`config.mk`:
```
export PLATFORM = sky130hd
export DESIGN_NAME = pic_priority_resolver
export DESIGN_NICKNAME = d
export VERILOG_FILES = /design/src/rtl/pic_priority_resolver.sv
export SDC_FILE = /design/constraint.sdc
export NUM_CORES = 1
export LEC_CHECK = 0
export BUFFER_PORTS_ARGS = -buffer_cell sky130_fd_sc_hd__buf_4
export CORE_MARGIN = 2
export CORE_UTILIZATION = 25
export DETAILED_ROUTE_END_ITERATION = 16
export PLACE_DENSITY = 0.5
export SETUP_SLACK_MARGIN = 0.05
export SLEW_MARGIN = 25
export SYNTH_ARGS = -nofsm -noshare
export SYNTH_HDL_FRONTEND = slang
export SYNTH_SLANG_ARGS = --single-unit
```
`constraint.sdc`:
```
create_clock -name clk -period 6.93 [get_ports clk]
set_input_delay 0 -clock clk [delete_from_list [all_inputs] [get_ports clk]]
set_output_delay 0 -clock clk [all_outputs]
set_load 0.01 [all_outputs]
```
`src/rtl/pic_priority_resolver.sv`:
```
// pic_priority_resolver
//   Interrupt-request side of an 8259A-compatible controller. It latches the
//   eight IR lines into IRR, masks them with IMR, resolves priority against
//   the in-service register using a rotating lowest-priority pointer, and
//   hands the winning level out as a 3-bit vector code over a two-pulse
//   INTA handshake.
//
// Ports
//   clk, rst_n      system clock, async active-low reset
//   ir[7:0]         request lines (already synchronous to clk)
//   ltim            1 = level-triggered IRR, 0 = edge-triggered
//   imr[7:0]        mask, bit n = 1 masks IRn
//   inta_pulse      one-cycle strobe per INTA bus cycle
//   eoi / seoi      non-specific / specific EOI strobes, seoi_level[2:0]
//   rotate_on_eoi   rotate lowest priority to the level cleared by EOI/AEOI
//   aeoi            automatic EOI at the second INTA
//   int_out         interrupt request to the CPU
//   vector_code     acknowledged level, qualified by one-cycle vector_valid
//   irr, isr        request and in-service registers
//
// State table
//   IDLE | waiting for the first INTA, int_out follows pending
//   ACK1 | level latched and in service, waiting for the second INTA
//   ACK2 | vector presented, returning to IDLE
module pic_priority_resolver (
  input  logic       clk,
  input  logic       rst_n,
  input  logic [7:0] ir,
  input  logic       ltim,
  input  logic [7:0] imr,
  input  logic       inta_pulse,
  input  logic       eoi,
  input  logic       seoi,
  input  logic [2:0] seoi_level,
  input  logic       rotate_on_eoi,
  input  logic       aeoi,
  output logic       int_out,
  output logic [2:0] vector_code,
  output logic       vector_valid,
  output logic [7:0] irr,
  output logic [7:0] isr
);

  typedef enum logic [1:0] {
    IDLE = 2'd0,
    ACK1 = 2'd1,
    ACK2 = 2'd2
  } state_t;

  state_t     state_q, state_d;
  logic [7:0] irr_q, irr_d;
  logic [7:0] isr_q, isr_d;
  logic [7:0] ir_prev_q;
  logic [2:0] lp_q, lp_d;
  logic [2:0] lvl_q, lvl_d;
  logic       spur_q, spur_d;
  logic       int_q, int_d;
  logic [2:0] vcode_q, vcode_d;
  logic       vvalid_q, vvalid_d;

  logic [7:0] req;
  logic       w_found, s_found;
  logic [2:0] w_lvl, s_lvl;
  logic [2:0] w_rank, s_rank;
  logic [2:0] idx;
  logic       pending;
  logic [7:0] set_mask, eoi_mask, aeoi_mask;

  assign req = irr_q & ~imr;

  // Scan from the highest-priority level (lp+1) downwards; the loop index is
  // the priority rank, so rank 0 is the highest priority.
  always_comb begin
    w_found = 1'b0;
    w_lvl   = 3'd0;
    w_rank  = 3'd0;
    s_found = 1'b0;
    s_lvl   = 3'd0;
    s_rank  = 3'd0;
    idx     = 3'd0;
    for (int r = 0; r < 8; r++) begin
      idx = lp_q + 3'(r) + 3'd1;
      if (!w_found && req[idx]) begin
        w_found = 1'b1;
        w_lvl   = idx;
        w_rank  = 3'(r);
      end
      if (!s_found && isr_q[idx]) begin
        s_found = 1'b1;
        s_lvl   = idx;
        s_rank  = 3'(r);
      end
    end
  end

  assign pending = w_found && (!s_found || (w_rank < s_rank));

  always_comb begin
    state_d   = state_q;
    int_d     = int_q;
    vcode_d   = vcode_q;
    vvalid_d  = 1'b0;
    lvl_d     = lvl_q;
    spur_d    = spur_q;
    lp_d      = lp_q;
    set_mask  = 8'h00;
    eoi_mask  = 8'h00;
    aeoi_mask = 8'h00;

    // Edge mode: a bit sets on a rising edge and holds only while ir stays high.
    irr_d = ltim ? ir : ((irr_q | (ir & ~ir_prev_q)) & ir);

    if (seoi) begin
      eoi_mask = 8'h01 << seoi_level;
      if (rotate_on_eoi) lp_d = seoi_level;
    end else if (eoi && s_found) begin
      eoi_mask = 8'h01 << s_lvl;
      if (rotate_on_eoi) lp_d = s_lvl;
    end

    case (state_q)
      IDLE: begin
        int_d = pending;
        if (inta_pulse) begin
          int_d   = 1'b0;
          state_d = ACK1;
          if (pending) begin
            lvl_d    = w_lvl;
            spur_d   = 1'b0;
            set_mask = 8'h01 << w_lvl;
            if (!ltim) irr_d[w_lvl] = 1'b0;
          end else begin
            lvl_d  = 3'd7;
            spur_d = 1'b1;
          end
        end
      end
      ACK1: begin
        int_d = 1'b0;
        if (inta_pulse) begin
          vcode_d  = lvl_q;
          vvalid_d = 1'b1;
          state_d  = ACK2;
          if (aeoi && !spur_q) begin
            aeoi_mask = 8'h01 << lvl_q;
            // AEOI rotation overrides any EOI rotation in the same cycle.
            if (rotate_on_eoi) lp_d = lvl_q;
          end
        end
      end
      ACK2: begin
        int_d   = 1'b0;
        state_d = IDLE;
      end
      default: begin
        int_d   = 1'b0;
        state_d = IDLE;
      end
    endcase

    // An INTA set beats an EOI clear of the same bit.
    isr_d = (isr_q & ~eoi_mask & ~aeoi_mask) | set_mask;
  end

  always_ff @(posedge clk or negedge rst_n) begin
    if (!rst_n) begin
      state_q   <= IDLE;
      irr_q     <= 8'h00;
      isr_q     <= 8'h00;
      ir_prev_q <= 8'h00;
      lp_q      <= 3'd7;
      lvl_q     <= 3'd0;
      spur_q    <= 1'b0;
      int_q     <= 1'b0;
      vcode_q   <= 3'd0;
      vvalid_q  <= 1'b0;
    end else begin
      state_q   <= state_d;
      irr_q     <= irr_d;
      isr_q     <= isr_d;
      ir_prev_q <= ir;
      lp_q      <= lp_d;
      lvl_q     <= lvl_d;
      spur_q    <= spur_d;
      int_q     <= int_d;
      vcode_q   <= vcode_d;
      vvalid_q  <= vvalid_d;
    end
  end

  assign int_out      = int_q;
  assign vector_code  = vcode_q;
  assign vector_valid = vvalid_q;
  assign irr          = irr_q;
  assign isr          = isr_q;

endmodule

```
After elaboration in Yosys (flattened, before gate mapping)

Index checks and enable logic that the tools add are counted.

Output and inout port bits: 21
Input port bits: 27
Register bits: 38
Word-level logic and storage cells: 204

Mux-type cells: 110
Eq/ne operators: 3
Add/sub/neg operators: 14
$lt $le $gt $ge: 11
Reduce and logical (&&, ||, !) cells: 39
Shift-type cells: 4
Bitwise gates (word level): 13

Operator list:

| operator                                             | number |
|---|---|
| 2-to-1 mux 3 bit                                     | 37 |
| 2-to-1 mux 8 bit                                     | 13 |
| AND 8 bit                                            | 6 |
| binary-select mux 1 bit (select 3 bit)               | 16 |
| 2-to-1 mux 1 bit                                     | 40 |
| NOT 8 bit                                            | 5 |
| < comparator 3 x 4 -> 1 bit (second input constant)  | 9 |
| left shift 1 x 3 -> 8 bit (first input constant)     | 4 |
| adder 3 x 1 -> 3 bit (second input constant)         | 8 |
| logical AND 1 bit                                    | 18 |
| zero test 1 bit                                      | 16 |
| bitwise OR 8 bit                                     | 2 |
| adder 3 bit (second input constant)                  | 4 |
| adder 3 x 2 -> 3 bit (second input constant)         | 2 |
| AND reduction 2 bit                                  | 3 |
| 2-to-1 mux 2 bit                                     | 2 |
| != test 2 bit (second input constant)                | 2 |
| one-hot mux 2 bit (2 select lines)                   | 1 |
| demux 1 bit (select 3 bit)                           | 1 |
| >= comparator 3 x 1 -> 1 bit (second input constant) | 1 |
| < comparator 3 bit                                   | 1 |
| equality test 2 x 1 -> 1 bit (second input constant) | 1 |
| zero test 2 bit                                      | 1 |
| logical OR 1 bit                                     | 1 |

Depth between registers and ports, before layout

Gate-level depths: netlist of the first run.

Depth after elaboration: 36
Gate-level depth with buffers: 18

Least setup slack after synthesis of the first run

No wires, ideal clock.

Path type: reg2reg
Start point: register lp_q[0]
End point: register irr_q[1], in the netlist irr[1]
Library setup time: 0.126 ns
Data arrival time: 3.901 ns
Path buffers: 2
Setup slack: 2.903 ns
Stages on the path, launching flop included: 18
Required time: 6.804 ns
Period minus slack after synthesis: 4.027 ns
Cell sequence: dfstp_2 -> inv_1 -> buf_6 -> ha_1 -> buf_2 -> clkinv_1 -> mux4_2 -> o221ai_1 -> nor3_2 -> and2_2 -> a32oi_1 -> ha_1 -> o21a_1 -> o2bb2ai_1 -> a41oi_2 -> and4b_4 -> nand2_1 -> o311a_1

Longest elaborated chain between the ends: 35

RTL lines:

| item                                                          | line | source |
|---|---|---|
| start: declaration                                            | 54   | `logic [2:0] lp_q, lp_d;` |
| start signal: assignment                                      | 182  | `lp_q <= lp_d;` |
| branches (longest 32 deep; another with adder 3 x 1 -> 3 bit) | -    |  |
| 2-to-1 mux 8 bit (*)                                          | 127  | `if (pending) begin` |
| 2-to-1 mux 8 bit (*)                                          | 124  | `if (inta_pulse) begin` |
| 2-to-1 mux 8 bit (*)                                          | 121  | `case (state_q)` |
| named net irr_d[1]                                            | 51   | `logic [7:0] irr_q, irr_d;` |
| end signal: assignment                                        | 179  | `irr_q <= irr_d;` |
| end: declaration                                              | 51   |  |

Mark *: on every way through the listed nets, which the timed path passes. The select of a mux whose other input is x is not followed.
A chain may end at the register's enable or synchronous reset.

Final worst setup path of the first run

Ends and elaborated chain as after synthesis.

==> reports/summary.txt, run 1 <==
final core occ: 0.306
CTS tree: yes
status: complete, no violations
vias in the first global route: 3811
period utilisation layout: 0.738
ranking of synthesized cells by area: dfrtp_1, mux4_2, nand2_1
Max Clock Freq: 0.195 GHz
# rows: 46
largest net degree at the start of global routing: 57
setup TNS: 0 ns
Starting Density: 0.256
Root Driver: clkbuf_16
Clock Skew: 0.00236 ns
synth unique cells: 83
unrepaired setup endpoints after global routing: false
chip height: 132 um
Yosys top cell area share: 0.215
cell count after synthesis: 453
Final Hold Viols: 0
worst path cell trace: buf_4, ha_1, xor2_2, a211oi_1, a22o_1, nor3_2, and2_2, a32oi_1, ha_1, o21a_1, o2bb2ai_1, a41oi_2, and4b_4, nand2_1, o311a_1
Detail Route Antenna Nets: 0
clock buffer depth: 2
DR iter-0 viols: 275
Max-Cap Viols: 0
initial antenna violation count: 0
WL per Instance: 18.5 um
I/O Pins: 48
Slew Limit Fails: 0
area of the multi-input gates: 2890 um^2
post-synthesis cell type with the largest combined area: dfrtp_1
delay-heaviest family, CP: compound AO/OA/AOI/OAI gates
clk slew on worst S/H paths: 0.06 ns
CP Max Fanout: 56
cell repeated most along the worst path: ha_1
Final min period: 5.12 ns
GRT Util Overall: 0.150
Synth warnings: 0
Post-synth EDFFs: 0
H-tree Lvls: 2
GRT overflow: 0
router iterations before antenna repair: 5
Setup crit end kind: register
register area: 955 um^2
post-CTS sizing: 0
area of the mapped netlist: 4070 um^2
Slew @ Worst Pin: 0.777 ns
WP data required: 7.10 ns
Placer Congestion: 0.921
Top FF cell, synth: dfrtp_1
Sink Count: 38
HP Class: input pin to register
fin nets: 522
CORE AREA: 15900 um^2
Seq/Total Area, Yosys: 0.234
vias post-DR: 3875
syn nets: 485
final setup fails: 0
DR DRC count: 0
Worst path max stage delay: 0.65 ns
DIE AREA: 17300 um^2
Clock Latency Late Sink: 0.28 ns
DP Cell Count: 688
fill count: 1669
Slew HR: 0.482
Critical Path Slowest Stage Cell: xor2_2
final std cells w/o fill: 707
crit path DAT: 5.29 ns
Syn-to-layout area delta: 19.5%
share of cells above drive strength 1: 0.242
Syn Area/Cell: 8.99 um^2
Worst Setup Path Type: register to register
critical path startpoint category: register
# port buffers: 47
ant diodes: 0
DIE WIDTH: 132 um
Worst Path Buf+Inv: 1
drt total wl: 13100 um
first-pass GRT wire length: 21000 um
mean number of vias per cell: 5.48
Synth Register Bits: 38
dpl hpwl: 10100 um
CTS buffer count: 5
Synth async-reset ratio: 1.00
==> timing repair <==
action | 4_1_cts | 5_1_grt
hold buffers | 11 | 0
hold endpoints to repair | 52 | 0
setup endpoints to repair | 0 | 0
setup buffers | 0 | 0
==> cells in the final DEF, fill, tap and decap left out, types with 6 or more instances in the layout <==
cell type / count
o21ai_0: 10
nor3b_1: 7
o211ai_1: 8
nand2_1: 55
a211oi_1: 6
a31oi_1: 8
nand2b_1: 12
nor2b_1: 15
a21oi_1: 21
dfrtp_1: 35
mux4_2: 20
nand3_1: 10
nor2_1: 30
mux2i_1: 20
and2_1: 6
buf_4: 52
inv_1: 11
mux2_4: 6
o22ai_1: 10
nor3_1: 10
dlygate4sd3_1: 11
==> flip-flops by register name (all words and copies together), names as in the netlist <==
register and flops:
isr 8, int_out 1, state_q 2, irr 8, lvl_q 3, spur_q 1
ir_prev_q 8, lp_q 3, vector_code 3, vector_valid 1
==> per-stage QoR <==
step,cell area [um^2],hold slack [ns],worst slack (ns)
detailed placement,4550,0.00978,1.86
global placement,4550,-0.00255,1.84
finish,4860,0.0431,1.81
global route,4860,0.0656,1.52
CTS,4860,0.0370,1.86
floorplan,4070,-0.296,2.90
==> synthesized netlist by cell type, types with 4 or more instances <==
| master | instances |
|---|---|
| a211oi_1 | 6 |
| a21oi_1 | 21 |
| a22oi_1 | 4 |
| a31oi_1 | 8 |
| and2_1 | 6 |
| buf_1 | 4 |
| buf_2 | 10 |
| buf_6 | 6 |
| clkbuf_1 | 12 |
| dfrtp_1 | 35 |
| ha_1 | 5 |
| inv_1 | 11 |
| mux2_2 | 4 |
| mux2_4 | 6 |
| mux2i_1 | 20 |
| mux4_2 | 20 |
| nand2_1 | 55 |
| nand2b_1 | 12 |
| nand3_1 | 10 |
| nor2_1 | 30 |
| nor2b_1 | 15 |
| nor3_1 | 10 |
| nor3b_1 | 7 |
| nor3b_2 | 4 |
| o211ai_1 | 8 |
| o21ai_0 | 10 |
| o221ai_1 | 5 |
| o22ai_1 | 10 |
| o311a_1 | 4 |
| o311ai_0 | 5 |
| o31a_1 | 4 |
| or3_1 | 5 |
| xnor2_1 | 5 |
==> per-layer routing <==
layer	vias up	global-route usage	wire length (um)
li1	1805	-	-
met1	1919	0.200	5820
met2	125	0.253	6380
met3	26	0.0174	546
met4	0	0.0513	327
met5	-	0	0
==> logic make-up (layout without fill, tap and decap cells) <==
| group | after synthesis | in the layout | share of synthesized area |
|---|---|---|---|
| buffers and inverters | 47 | 85 | 0.0584 |
| multiplexers | 52 | 52 | 0.200 |
| AO/OA/AOI/OAI | 124 | 124 | 0.231 |
| XOR/XNOR | 7 | 7 | 0.0215 |
| flip-flops | 38 | 38 | 0.234 |
| AND/OR/NAND/NOR | 180 | 180 | 0.239 |
| adder cells (fa/ha/maj) | 5 | 5 | 0.0154 |
==> area by class of cell <==
type                            count  share of cell area
Clock buffer                        6              0.0286
Clock inverter                      2              0.0123
Inverter                           14              0.0108
Multi-Input combinational cell    368               0.594
Sequential cell                    38               0.196
Tap cell                          216              0.0556
Timing Repair Buffer               63               0.103
==> worst register-to-register path: cells and delay by family (launching register included) <==
family,cells,cell delay (ns)
adders and majority gates,2,0.82
buffers and inverters,1,0.54
xor gates and xnor gates,1,0.65
AOI/OAI and AO/OA,7,1.29
and+or+nand+nor,4,1.15
DFF,1,0.52
==> path summary, 6_finish.rpt <==
check	from	endpoint	slack (ns)	cells after the start
setup / recovery	lp_q[0]	irr[1]	1.81	15
hold reg to reg	state_q[1]	state_q[0]	0.47	1
min in group asynchronous	rst_n	int_out	0.23	2
setup reg to reg	lp_q[0]	irr[1]	1.81	15
hold / removal	ltim	irr[5]	0.04	3
max in group asynchronous	rst_n	ir_prev_q[5]	6.34	2
Power of run 1 is not shown: default switching activity piles up to over one toggle a cycle in this logic, so the estimate is an artifact.
==> run 2: changes to the inputs <==
PLACE_DENSITY = 0.51   (was 0.5)
clock period = 4.3 ns   (was 6.93 ns; I/O delays follow)
==> reports/summary.txt, run 2 (same netlist as run 1, synthesis figures left out) <==
CTS tree: yes
# rows: 46 (unchanged)
crit path DAT: 4.27 ns (-1.02 ns)
period utilisation layout: 0.956 (+0.217)
final core occ: 0.323 (+0.0169)
Detail Route Antenna Nets: 0 (unchanged)
status: complete, no violations
Clock Latency Late Sink: 0.28 ns (about the same)
DP Cell Count: 721 (+4.8%)
worst-case reg-to-reg path depth: 14 (-1)
GRT overflow: 0 (unchanged)
WL per Instance: 18.7 um (+1.1%)
chip height: 132 um (unchanged)
Slew @ Worst Pin: 0.564 ns (-0.212 ns)
DIE AREA: 17300 um^2 (unchanged)
DR DRC count: 0 (unchanged)
ant diodes: 0 (unchanged)
final setup fails: 0 (unchanged)
# port buffers: 47 (unchanged)
most frequent cells in the layout: buf_4, nand2_1, dfrtp_1
FF-to-FF Start: lp_q[0]
setup TNS: 0 ns (unchanged)
I/O Pins: 48 (unchanged)
CP Max Fanout: 13 (-77%)
Clock Skew: 0.00309 ns (+0.000726 ns)
DIE WIDTH: 132 um (unchanged)
Worst Path Buf+Inv: 1 (unchanged)
R2R setup slack: 0.19 ns (-1.62 ns)
largest net degree at the start of global routing: 42 (-26%)
wl on met1: 6160 um (+6.0%)
Critical Path Slowest Stage Cell: dfstp_2
vias in the first global route: 3911 (+2.6%)
initial antenna violation count: 0 (unchanged)
Max Clock Freq: 0.243 GHz (+24%)
Max-Cap Viols: 0 (unchanged)
mean number of vias per cell: 5.47 (-0.27%)
fill count: 1682 (+0.78%)
CORE AREA: 15900 um^2 (unchanged)
Worst Setup Path Type: register to register
Worst path max stage delay: 0.63 ns (-0.02 ns)
final worst slack: 0.191 ns (-1.62 ns)
delay-heaviest family, CP: compound AO/OA/AOI/OAI gates
Placer Congestion: 0.945 (+2.6%)
final std cells w/o fill: 740 (+4.7%)
hold path endpoint: irr[5]
top sig layer: met4
drt total wl: 13800 um (+5.8%)
Starting Density: 0.256 (unchanged)
share of cells above drive strength 1: 0.300 (+0.0573)
GRT Util Overall: 0.160 (+0.00914)
dpl hpwl: 11000 um (+9.4%)
HP Class: input pin to register
router iterations before antenna repair: 5 (unchanged)
WL met3: 727 um (+33%)
Reg-to-Reg End: irr[1]
met2 WL: 6660 um (+4.5%)
clock buffer depth: 2 (unchanged)
WP data required: 4.46 ns (-2.64 ns)
unrepaired setup endpoints after global routing: false
Final min period: 4.11 ns (-1.01 ns)
hold depth: 3 (unchanged)
Syn-to-layout area delta: 26.0%
H-tree Lvls: 2 (unchanged)
clk slew on worst S/H paths: 0.05 ns (about the same)
Sink Count: 38 (unchanged)
pre-CTS setup slack: 0.110 ns (-1.75 ns)
vias post-DR: 4045 (+4.4%)
worst hold path startpoint: ltim
first-pass GRT wire length: 22400 um (+6.7%)
worst path cell trace: buf_8, mux2_4, mux4_2, o32a_1, nor2_2, and2_2, a32oi_1, ha_1, o21a_1, o2bb2ai_1, a41oi_2, and4b_4, nand2_1, o311a_1
DR iter-0 viols: 261 (-5.1%)
CTS buffer count: 5 (unchanged)
Setup crit end kind: register
Post-CTS Setup Bufs: 0 (unchanged)
Slew Limit Fails: 0 (unchanged)
fin nets: 555 (+6.3%)
most common cell after layout, fill and taps aside: buf_4
Root Driver: clkbuf_16
critical path startpoint category: register
Final Hold Viols: 0 (unchanged)
Slew HR: 0.613 (+0.131)
run 2: through the flow:
step | instance area, um^2 | hold WS, ns
4_1_cts | 5070 | 0.0419
2_1_floorplan | 4070 | -0.296
6_report | 5130 | 0.0473
3_5_place_dp | 4790 | 0.00110
3_3_place_gp | 4790 | -0.00560
5_1_grt | 5130 | 0.0535
run 2: cell type report:
class                   instances  area (um^2)  share of cell area
clock buffers                   8          166              0.0324
inverters                      14         56.3              0.0110
multi-input cells             368         2920               0.569
flip-flops and latches         38          955               0.186
well taps                     216          270              0.0527
repair buffers                 96          763               0.149
run 2: worst max-delay path by stage:
stage            start  endpoint  depth (start not counted)
2_1_floorplan  lp_q[0]    irr[1]                         17
3_3_place_gp   lp_q[1]    irr[5]                         14
3_5_place_dp   lp_q[1]    irr[1]                         15
4_1_cts        lp_q[1]    irr[1]                         15
5_1_grt        lp_q[0]    irr[1]                         14
6_report       lp_q[0]    irr[1]                         14
run 2: layer usage:
layer,GRT usage,vias to the layer above
met3,0.0127,23
met2,0.272,189
li1,-,1877
met1,0.218,1956
met4,0.0417,0
met5,0,-
run 2: worst reg2reg max path, delay by kind of cell (launching register included):
kind / cells / cell delay (ns)
flops: 1 / 0.63
buf+inv: 1 / 0.19
simple gates: 4 / 0.81
mux: 2 / 0.84
fa+ha+maj: 1 / 0.29
compound gates: 6 / 1.24
run 2: what timing repair did:
action | in CTS | in global routing
hold buffers | 11 | 0
hold endpoints to repair | 51 | 0
resized for setup | 0 | 13
setup endpoints to repair | 0 | 13
Power of run 2 is left out for the same reason.
==> run 3: changes to the inputs <==
CTS_BUF_LIST = sky130_fd_sc_hd__clkbuf_8   (was unset)
PLACE_DENSITY = 0.5   (was 0.51)
clock period = 4.5 ns   (was 4.3 ns; I/O delays follow)
==> reports/summary.txt, run 3 (same netlist as run 1, synthesis figures left out) <==
status: complete, no violations
WHS: 0.0261 ns (-0.0212 ns)
share of cells above drive strength 1: 0.274 (-0.0253)
most common cell after layout, fill and taps aside: buf_4
crit path DAT: 4.33 ns (+0.06 ns)
DR DRC count: 0 (unchanged)
Final Hold Viols: 0 (unchanged)
GRT overflow: 0 (unchanged)
Starting Density: 0.256 (unchanged)
Worst path max stage delay: 0.59 ns (-0.04 ns)
period utilisation layout: 0.922 (-0.0341)
Post-Layout Inst Area: 4960 um^2 (-3.2%)
Placer Congestion: 0.932 (-1.4%)
Max Clock Freq: 0.241 GHz (-0.91%)
# port buffers: 47 (unchanged)
GRT Util Overall: 0.157 (-0.00279)
initial antenna violation count: 0 (unchanged)
Setup crit end kind: register
CP Max Fanout: 12 (-1)
Clock Skew: 0.0111 ns (+0.00798 ns)
worst hold path startpoint: seoi_level[2]
WP data required: 4.68 ns (+0.22 ns)
Syn-to-layout area delta: 21.9%
Worst Setup Path Type: register to register
first-pass GRT wire length: 21800 um (-2.6%)
final worst slack: 0.353 ns (+0.162 ns)
dpl hpwl: 10600 um (-3.2%)
final setup fails: 0 (unchanged)
ant diodes: 0 (unchanged)
post-CTS sizing: 0 (unchanged)
chip height: 132 um (unchanged)
Worst Path Buf+Inv: 3 (+2)
drt total wl: 13500 um (-2.1%)
unrepaired setup endpoints after global routing: false
Root Driver: clkbuf_8
HP Class: input pin to register
I/O Pins: 48 (unchanged)
Post-CTS Setup Bufs: 0 (unchanged)
fin nets: 545 (-1.8%)
CTS buffer count: 5 (unchanged)
delay-heaviest family, CP: compound AO/OA/AOI/OAI gates
worst path cell trace: inv_1, ha_1, clkinv_1, buf_4, mux4_2, and2_1, nand2_1, nand3_1, a32oi_1, ha_1, o21a_1, o2bb2ai_1, a41oi_2, and4b_4, nand2_1, o311a_1
Slew HR: 0.613 (about the same)
DR iter-0 viols: 313 (+20%)
CTS tree: yes
clock buffer depth: 2 (unchanged)
DIE AREA: 17300 um^2 (unchanged)
fill count: 1714 (+1.9%)
Detail Route Antenna Nets: 0 (unchanged)
Slew Limit Fails: 0 (unchanged)
WL per Instance: 18.5 um (-0.79%)
vias post-DR: 4004 (-1.0%)
FF-to-FF Start: lp_q[0]
Sink Count: 38 (unchanged)
Final min period: 4.15 ns (+0.0378 ns)
CORE AREA: 15900 um^2 (unchanged)
router iterations before antenna repair: 5 (unchanged)
Worst Setup SP: lp_q[0]
CTS Hold Bufs: 11 (unchanged)
setup TNS: 0 ns (unchanged)
placed cell areas: 4740 um^2 (-1.0%)
vias in the first global route: 3799 (-2.9%)
DIE WIDTH: 132 um (unchanged)
critical path startpoint category: register
largest net degree at the start of global routing: 55 (+31%)
H-tree Lvls: 2 (unchanged)
Clock Latency Late Sink: 0.30 ns (+0.02 ns)
pre-CTS setup slack: 0.369 ns (+0.259 ns)
Max-Cap Viols: 0 (unchanged)
Slew @ Worst Pin: 0.573 ns (+0.00883 ns)
# rows: 46 (unchanged)
clk slew on worst S/H paths: 0.08 ns (+0.03 ns)
most frequent cells in the layout: buf_4, nand2_1, dfrtp_1
mean number of vias per cell: 5.48 (+0.34%)
Critical Path Slowest Stage Cell: dfstp_2
-- run 3: cell count changes in the layout (fill, tap and decap cells not counted), moves of 2 or more --
| cell | before | now |
|---|---|---|
| buf_4 | 82 | 73 |
| clkbuf_8 | 3 | 8 |
| clkbuf_16 | 5 | 0 |
| buf_6 | 2 | 0 |
| buf_12 | 0 | 2 |
| ha_4 | 2 | 0 |
| ha_1 | 3 | 5 |
-- run 3: cell type report --
cell class                      count  area (um^2)  area share
Timing Repair Buffer               86          698       0.141
Inverter                           14         52.6      0.0106
Clock buffer                        8          110      0.0222
Multi-Input combinational cell    368         2880       0.580
Sequential cell                    38          955       0.192
Tap cell                          216          270      0.0544
-- run 3: metal layers --
layer  global-route usage  vias up  wire length [um]
met1                0.216     1956              5880
met5                    0        -                 0
met3               0.0258       20               937
li1                     -     1854                 -
met2                0.248      174              6380
met4               0.0568        0               329
-- run 3: per-stage QoR --
stage                     instances  utilization
after CTS                       730        0.313
after global routing            730        0.313
after global placement          711        0.299
after detailed placement        711        0.299
after floorplan                 453            -
final                           730        0.313
-- run 3: path summary, 6_finish.rpt --
check                                     to  slack, ns  cells after the start
worst min-delay path                 lp_q[2]       0.03                      3
worst max register to register        irr[1]       0.35                     16
worst min register to register    state_q[0]       0.46                      1
worst max-delay path                  irr[1]       0.35                     16
min in group asynchronous       vector_valid       0.21                      2
max in group asynchronous       ir_prev_q[7]       3.93                      2
-- run 3: tightest hold or removal path, stage by stage --
cell,delay (ns)
buf_4,0.12
o22ai_1,0.10
a221oi_1,0.10
Power of run 3 is left out for the same reason.
